[src/rtl/tiny_mcu_pkg.sv]
// Shared types and constants for the SPI memory controller: FSM states,
// SPI command bytes and field lengths.
package tiny_mcu_pkg;

  typedef enum logic [2:0] {
    ST_IDLE  = 3'd0,
    ST_CMD   = 3'd1,
    ST_ADDR  = 3'd2,
    ST_DUMMY = 3'd3,
    ST_DATA  = 3'd4,
    ST_DONE  = 3'd5
  } state_e;

  typedef enum logic {
    PH_A = 1'b0,
    PH_B = 1'b1
  } phase_e;

  localparam logic [7:0] CMD_READ      = 8'h03;
  localparam logic [7:0] CMD_FAST_READ = 8'h0B;
  localparam logic [7:0] CMD_WRITE     = 8'h02;

  localparam int CMD_BITS   = 8;
  localparam int DUMMY_BITS = 8;
  localparam int DATA_BITS  = 8;

  function automatic logic [7:0] read_cmd();
`ifdef SPI_MEM_FAST_READ_EN
    return CMD_FAST_READ;
`else
    return CMD_READ;
`endif
  endfunction

endpackage

[src/rtl/spi_mem_shifter.sv]
// Byte shift register for the SPI datapath: parallel load, then one shift per
// SPI bit that advances the outgoing MSB and samples MISO into the LSB.
module spi_mem_shifter
  import tiny_mcu_pkg::*;
(
  input  logic                 clk,
  input  logic                 rst_n,
  input  logic                 load,
  input  logic                 shift,
  input  logic [DATA_BITS-1:0] load_data,
  input  logic                 miso,
  output logic                 msb_next,
  output logic [DATA_BITS-1:0] rx_next
);

  logic [DATA_BITS-1:0] sr_q, sr_d;

  // Load has priority over shift; otherwise hold
  always_comb begin
    sr_d = sr_q;
    if (load) begin
      sr_d = load_data;
    end else if (shift) begin
      sr_d = {sr_q[DATA_BITS-2:0], miso};
    end else begin
      sr_d = sr_q;
    end
  end

  // Shift register state
  always_ff @(posedge clk or negedge rst_n) begin
    if (!rst_n) begin
      sr_q <= 8'h00;
    end else begin
      sr_q <= sr_d;
    end
  end

  // msb_next is what MOSI will carry in the coming phase A
  assign msb_next = sr_d[DATA_BITS-1];
  assign rx_next  = {sr_q[DATA_BITS-2:0], miso};

endmodule

[src/rtl/spi_mem_ctrl.sv]
// SPI mode-0 master (sclk = clk/2) serving byte reads/writes to SPI flash and PSRAM.
// Define SPI_MEM_FAST_READ_EN to issue 0x0B reads with 8 dummy bits.
module spi_mem_ctrl #(
  parameter int ADDR_W = 24
) (
  input  logic              clk,
  input  logic              rst_n,
  input  logic              req_valid,
  output logic              req_ready,
  input  logic              req_psram,
  input  logic              req_we,
  input  logic [ADDR_W-1:0] req_addr,
  input  logic [7:0]        req_wdata,
  output logic              resp_valid,
  output logic [7:0]        resp_rdata,
  output logic              resp_err,
  output logic              sclk_out,
  output logic              flash_cs_out,
  output logic              psram_cs_out,
  output logic              mosi_out,
  input  logic              miso_in
);
  import tiny_mcu_pkg::*;

  localparam logic [5:0] CNT_CMD   = 6'(CMD_BITS - 1);
  localparam logic [5:0] CNT_ADDR  = 6'(ADDR_W - 1);
  localparam logic [5:0] CNT_DUMMY = 6'(DUMMY_BITS - 1);
  localparam logic [5:0] CNT_BYTE  = 6'(DATA_BITS - 1);

  state_e            state_q, state_d;
  phase_e            phase_q, phase_d;
  logic [5:0]        cnt_q, cnt_d;
  logic              psram_q, psram_d;
  logic              we_q, we_d;
  logic [ADDR_W-1:0] addr_q, addr_d;
  logic [7:0]        wdata_q, wdata_d;

  logic       sclk_q, sclk_d;
  logic       flash_cs_q, flash_cs_d;
  logic       psram_cs_q, psram_cs_d;
  logic       mosi_q, mosi_d;
  logic       ready_q, ready_d;
  logic       resp_valid_q, resp_valid_d;
  logic       resp_err_q, resp_err_d;
  logic [7:0] resp_rdata_q, resp_rdata_d;

  logic       busy_d;
  logic       err_set;
  logic       rd_capture;
  logic       sh_load;
  logic       sh_shift;
  logic [7:0] sh_load_data;
  logic       sh_msb_next;
  logic [7:0] sh_rx_next;

  // Address is sent a byte at a time; ADDR_W is expected to be a multiple of 8
  function automatic logic [7:0] addr_byte(input logic [ADDR_W-1:0] a, input logic [5:0] top);
    return 8'(a >> (top - 6'd7));
  endfunction

  spi_mem_shifter u_shifter (
    .clk       (clk),
    .rst_n     (rst_n),
    .load      (sh_load),
    .shift     (sh_shift),
    .load_data (sh_load_data),
    .miso      (miso_in),
    .msb_next  (sh_msb_next),
    .rx_next   (sh_rx_next)
  );

  // FSM next state, bit counter and shifter control
  always_comb begin
    state_d      = state_q;
    phase_d      = phase_q;
    cnt_d        = cnt_q;
    psram_d      = psram_q;
    we_d         = we_q;
    addr_d       = addr_q;
    wdata_d      = wdata_q;
    sh_load      = 1'b0;
    sh_shift     = 1'b0;
    sh_load_data = 8'h00;
    err_set      = 1'b0;
    rd_capture   = 1'b0;
    case (state_q)
      ST_IDLE: begin
        if (req_valid) begin
          psram_d = req_psram;
          we_d    = req_we;
          addr_d  = req_addr;
          wdata_d = req_wdata;
          if (!req_psram && req_we) begin
            state_d = ST_DONE;
            err_set = 1'b1;
          end else begin
            state_d      = ST_CMD;
            phase_d      = PH_A;
            cnt_d        = CNT_CMD;
            sh_load      = 1'b1;
            sh_load_data = req_we ? CMD_WRITE : read_cmd();
          end
        end else begin
          state_d = ST_IDLE;
        end
      end
      ST_CMD, ST_ADDR, ST_DUMMY, ST_DATA: begin
        if (phase_q == PH_A) begin
          phase_d = PH_B;
        end else if (cnt_q != 6'd0) begin
          phase_d = PH_A;
          cnt_d   = cnt_q - 6'd1;
          // Reload the next address byte on each byte boundary
          if ((state_q == ST_ADDR) && (cnt_q[2:0] == 3'd0)) begin
            sh_load      = 1'b1;
            sh_load_data = addr_byte(addr_q, cnt_q - 6'd1);
          end else begin
            sh_shift = (state_q != ST_DUMMY);
          end
        end else begin
          phase_d = PH_A;
          case (state_q)
            ST_CMD: begin
              state_d      = ST_ADDR;
              cnt_d        = CNT_ADDR;
              sh_load      = 1'b1;
              sh_load_data = addr_byte(addr_q, CNT_ADDR);
            end
            ST_ADDR: begin
              cnt_d   = CNT_BYTE;
              sh_load = 1'b1;
`ifdef SPI_MEM_FAST_READ_EN
              if (we_q) begin
                state_d      = ST_DATA;
                sh_load_data = wdata_q;
              end else begin
                state_d      = ST_DUMMY;
                cnt_d        = CNT_DUMMY;
                sh_load_data = 8'h00;
              end
`else
              state_d      = ST_DATA;
              sh_load_data = we_q ? wdata_q : 8'h00;
`endif
            end
            ST_DUMMY: begin
              state_d      = ST_DATA;
              cnt_d        = CNT_BYTE;
              sh_load      = 1'b1;
              sh_load_data = 8'h00;
            end
            ST_DATA: begin
              state_d    = ST_DONE;
              sh_shift   = 1'b1;
              rd_capture = !we_q;
            end
            default: state_d = ST_IDLE;
          endcase
        end
      end
      ST_DONE: state_d = ST_IDLE;
      default: state_d = ST_IDLE;
    endcase
  end

  // Pin and response values for the next cycle, decoded from the next state
  always_comb begin
    busy_d       = (state_d == ST_CMD) || (state_d == ST_ADDR) ||
                   (state_d == ST_DUMMY) || (state_d == ST_DATA);
    sclk_d       = busy_d && (phase_d == PH_B);
    flash_cs_d   = !(busy_d && !psram_d);
    psram_cs_d   = !(busy_d && psram_d);
    if (!busy_d) begin
      mosi_d = 1'b0;
    end else if (phase_d == PH_A) begin
      mosi_d = sh_msb_next;
    end else begin
      mosi_d = mosi_q;
    end
    ready_d      = (state_d == ST_IDLE);
    resp_valid_d = (state_d == ST_DONE);
    resp_err_d   = err_set;
    resp_rdata_d = rd_capture ? sh_rx_next : resp_rdata_q;
  end

  // State, request latches and registered outputs
  always_ff @(posedge clk or negedge rst_n) begin
    if (!rst_n) begin
      state_q      <= ST_IDLE;
      phase_q      <= PH_A;
      cnt_q        <= 6'd0;
      psram_q      <= 1'b0;
      we_q         <= 1'b0;
      addr_q       <= '0;
      wdata_q      <= 8'h00;
      sclk_q       <= 1'b0;
      flash_cs_q   <= 1'b1;
      psram_cs_q   <= 1'b1;
      mosi_q       <= 1'b0;
      ready_q      <= 1'b1;
      resp_valid_q <= 1'b0;
      resp_err_q   <= 1'b0;
      resp_rdata_q <= 8'h00;
    end else begin
      state_q      <= state_d;
      phase_q      <= phase_d;
      cnt_q        <= cnt_d;
      psram_q      <= psram_d;
      we_q         <= we_d;
      addr_q       <= addr_d;
      wdata_q      <= wdata_d;
      sclk_q       <= sclk_d;
      flash_cs_q   <= flash_cs_d;
      psram_cs_q   <= psram_cs_d;
      mosi_q       <= mosi_d;
      ready_q      <= ready_d;
      resp_valid_q <= resp_valid_d;
      resp_err_q   <= resp_err_d;
      resp_rdata_q <= resp_rdata_d;
    end
  end

  assign req_ready    = ready_q;
  assign resp_valid   = resp_valid_q;
  assign resp_rdata   = resp_rdata_q;
  assign resp_err     = resp_err_q;
  assign sclk_out     = sclk_q;
  assign flash_cs_out = flash_cs_q;
  assign psram_cs_out = psram_cs_q;
  assign mosi_out     = mosi_q;

endmodule

[config.mk]
export PLATFORM = sky130hd
export DESIGN_NAME = spi_mem_ctrl
export DESIGN_NICKNAME = d
export VERILOG_FILES = /design/src/rtl/tiny_mcu_pkg.sv /design/src/rtl/spi_mem_shifter.sv /design/src/rtl/spi_mem_ctrl.sv
export SDC_FILE = /design/constraint.sdc
export NUM_CORES = 1
export LEC_CHECK = 0
export CORE_MARGIN = 4
export CORE_UTILIZATION = 45
export CTS_CLUSTER_DIAMETER = 50
export CTS_CLUSTER_SIZE = 12
export DETAILED_ROUTE_END_ITERATION = 10
export HOLD_SLACK_MARGIN = 0.02
export PLACE_DENSITY_LB_ADDON = 0.25
export SLEW_MARGIN = 20
export SYNTH_ARGS = -nofsm -noshare
export SYNTH_HDL_FRONTEND = slang
export SYNTH_SLANG_ARGS = --single-unit
[constraint.sdc]
create_clock -name clk -period 4.9 [get_ports clk]
set_clock_uncertainty 0.2 [all_clocks]
set_input_delay 0.98 -clock clk [delete_from_list [all_inputs] [get_ports clk]]
set_output_delay 0.98 -clock clk [all_outputs]
set_load 0.005 [all_outputs]
==> impl_metrics.yaml <==
run_status:
  status: "finished, final reports clean"
routing:
  first_pass_iters: 5
  drt_wl_total_um: 10170
  drc: 0
  drt_iter0_markers: 325
  avgRoutedWirePerCell_um: 17.35
  vias_per_cell: 5.976
  via_count: 3502
  route.antenna.remaining_nets: 0
synth:
  syn_avg_cell_area_um2: 9.784
  ys_ff_latch: 67
  synth_edf_count: 0
  seq_area_frac_synth: 0.3966
  synthesis.nets: 473
  ys_async_sr_fraction: 1.000
  netlist_area_mm2: 0.004237
  yosys_warnings: 0
  netlist_instances: 433
  yosysUniqueCellTypes: 65
  synth_flop_cell: "dfrtp_1"
clock_tree:
  numClockSinks: 67
  cts_buffers: 9
  cts_max_path_buffers: 2
  htree_levels: 3
  clk_pin_slew_worst_paths_ns: 0.08
  post_cts_buffers: 0
  clock_latency_ns: 0.35
  cts_tree: "yes"
  cts_hold_buf: 0
  cts_resized: 0
  root_buffer: "clkbuf_8"
global_routing:
  gr-total-overflow: 0
  grt_antenna_before_repair: 0
  grt_pass1_vias: 3263
  grt_pass1_wl_um: 16710
  grt_max_degree: 42
  grtUsageTotal: 0.1884
placement:
  gp_congestion: 0.9839
  port_buffers: 52
  dpl.hpwl_um: 7460
  placed_area_mm2: 0.004792
finish:
  fin_nets: 510
  n_antenna_cell: 0
  fill_cells: 835
  design_area_mm2: 0.005019
  syn2layout_area_growth_pct: 18.46
  drive_above_1_share: 0.1516
critical_path:
  crit_start: "cnt_q[1]"
  critical_path.endpoint_type: "flip-flop"
  reg2reg_from: "cnt_q[1]"
  worst-setup-path-type: "reg2reg"
  start_kind: "flip-flop"
  worstPathMaxFanout: 16
  r2r_slack_ns: 1.48
  reg2reg_to: "u_shifter.sr_q[7]"
  cp_slowest_cell: "o311ai_4"
  cp.arrival_ns: 3.43
  endpoint: "u_shifter.sr_q[7]"
  crit_buf_inv: 1
  r2r_cells: 9
  cp_slowest_stage_delay_ns: 0.71
  worstSetupPathDepth: 9
  cp.required_ns: 4.91
  critical_path.cell_chain: "inv_1 -> ha_1 -> nand3b_1 -> a21oi_1 -> o311ai_4 -> mux2_2 -> o311a_1 -> o21ai_1 -> o21ai_0"
  crit_family: "compound AO/OA/AOI/OAI gates"
sta:
  drv_slew: 0
  setup-tns-final_ns: 0
  setup_viol: 0
  fin_crit_sh: 0.6971
  slew_headroom: 0.3153
  rsz0062_at_grt: "no"
  fin_crit_ns: 3.416
  fmax_mhz: 292.8
  hold_violations: 0
  max_slew.worst_pin.slew_ns: 1.027
die:
  die_x_um: 105.0
  start_util: 0.4607
  die_height_um: 105.0
  dieArea_mm2: 0.01103
  rows: 35
  io_pins: 53
  core_area_mm2: 0.009196
power:
  ir_drop_mv: 0.2721
  power_density_mw_per_mm2: 705.1
  p_leak_nw: 2.098
worst_hold_path:
  hold_class: "reg2reg"
flow_run:
  maxCapViolations: 0
sequential cells by signal, indices dropped and copies added (netlist names), 3 cells and up:
name	flops
addr_q	24
resp_rdata	8
u_shifter.sr_q	8
wdata_q	8
cnt_q	6
state_q	3
kinds of logic after synthesis:
group,count (synthesis),synth area share
buffers and inverters,41,0.04016
multiplexers,54,0.2067
XOR/XNOR,9,0.01861
AND/OR/NAND/NOR,174,0.1931
adder cells (fa/ha/maj),2,0.005906
flip-flops,67,0.3966
AO/OA/AOI/OAI,86,0.1388
cell type report:
class	instances	area (um^2)	share of cell area
clock buffer	10	127.6	0.02543
multi-input combinational	325	2396	0.4774
inverter	11	41.29	0.008227
clock inverter	6	88.84	0.01770
sequential	67	1680	0.3348
timing repair buffer	56	545.5	0.1087
tap	111	138.9	0.02767
stage by stage:
step	hold slack (ns)	total power, mW	cells	utilization	setup WS, ns
5_1_grt	0.3086	3.791	586	0.5457	1.292
3_3_place_gp	0.2575	2.961	570	0.5211	1.412
3_5_place_dp	0.2628	3.003	570	0.5211	1.276
6_report	0.2806	3.539	586	0.5457	1.484
4_1_cts	0.2842	3.524	586	0.5446	1.245
2_1_floorplan	0.2376	2.546	433	-	1.231
layout by cell type, fill, tap and decap left out, types with 5 or more instances in the layout:
cell | Yosys | final
a21oi_1 | 21 | 21
clkbuf_8 | 0 | 9
clkdlybuf4s50_1 | 0 | 51
dfrtp_1 | 64 | 64
inv_1 | 11 | 11
mux2_1 | 6 | 6
mux2_2 | 16 | 16
mux2i_1 | 8 | 8
mux4_2 | 21 | 21
nand2_1 | 98 | 98
nand3_1 | 7 | 7
nor2_1 | 22 | 22
nor2b_1 | 7 | 7
nor3_1 | 5 | 5
nor3b_1 | 6 | 6
o21ai_0 | 21 | 21
xnor2_1 | 8 | 8
power breakdown:
part           switching, mW  leakage (nW)  internal, mW
logic                  0.957          1.17         0.992
clock network          0.225         0.103         0.288
registers              0.297         0.823         0.780
total                   1.48          2.10          2.06
routing by layer:
metal / vias up / global-route usage / wire (um)
met5: - / 0 / 0
met4: 0 / 0.06186 / 154
met3: 13 / 0.04632 / 725
met2: 141 / 0.2878 / 4737
met1: 1706 / 0.2633 / 4551
li1: 1642 / - / -
worst reg2reg max path, cell delays in order, from the launching register on:
cell and delay [ns]:
dfrtp_1 0.49, inv_1 0.10, ha_1 0.40, nand3b_1 0.16, a21oi_1 0.12, o311ai_4 0.71
mux2_2 0.42, o311a_1 0.33, o21ai_1 0.20, o21ai_0 0.15
synth_stat cells (2+ instances only):
cell	count	area share
nand2_1	98	0.087
nand4b_1	3	0.0062
mux2i_1	8	0.019
o22ai_1	4	0.0059
a31oi_1	2	0.0030
xnor2_1	8	0.017
and2_1	3	0.0044
buf_4	2	0.0035
mux2_1	6	0.016
nor2_1	22	0.019
mux4_1	2	0.012
clkbuf_1	19	0.017
o21ai_0	21	0.025
dfstp_2	3	0.019
buf_1	2	0.0018
nand3_1	7	0.0083
o221ai_1	4	0.0083
nor2b_1	7	0.010
nor3_1	5	0.0059
a211oi_1	2	0.0035
nand2b_1	4	0.0059
or3_1	2	0.0030
mux2_2	16	0.043
o22a_1	3	0.0062
a21o_1	4	0.0071
mux4_2	21	0.11
o2111ai_1	3	0.0062
a41o_1	2	0.0047
a21oi_1	21	0.025
or2_2	3	0.0044
o21ai_1	2	0.0024
buf_2	7	0.0083
and3_1	4	0.0059
inv_1	11	0.0097
ha_1	2	0.0059
dfrtp_1	64	0.38
o211ai_1	3	0.0053
nor3b_1	6	0.011
worst min path at each step:
| stage | to | startpoint | cells after the start | slack (ns) |
|---|---|---|---|---|
| 2_1_floorplan | wdata_q[0] | wdata_q[0] | 2 | 0.24 |
| 3_3_place_gp | wdata_q[4] | wdata_q[4] | 2 | 0.26 |
| 3_5_place_dp | wdata_q[1] | wdata_q[1] | 2 | 0.26 |
| 4_1_cts | wdata_q[1] | wdata_q[1] | 2 | 0.28 |
| 5_1_grt | resp_rdata[7] | resp_rdata[7] | 1 | 0.31 |
| 6_report | wdata_q[1] | wdata_q[1] | 2 | 0.28 |
Note: power is estimated with default switching activity, not from simulation.
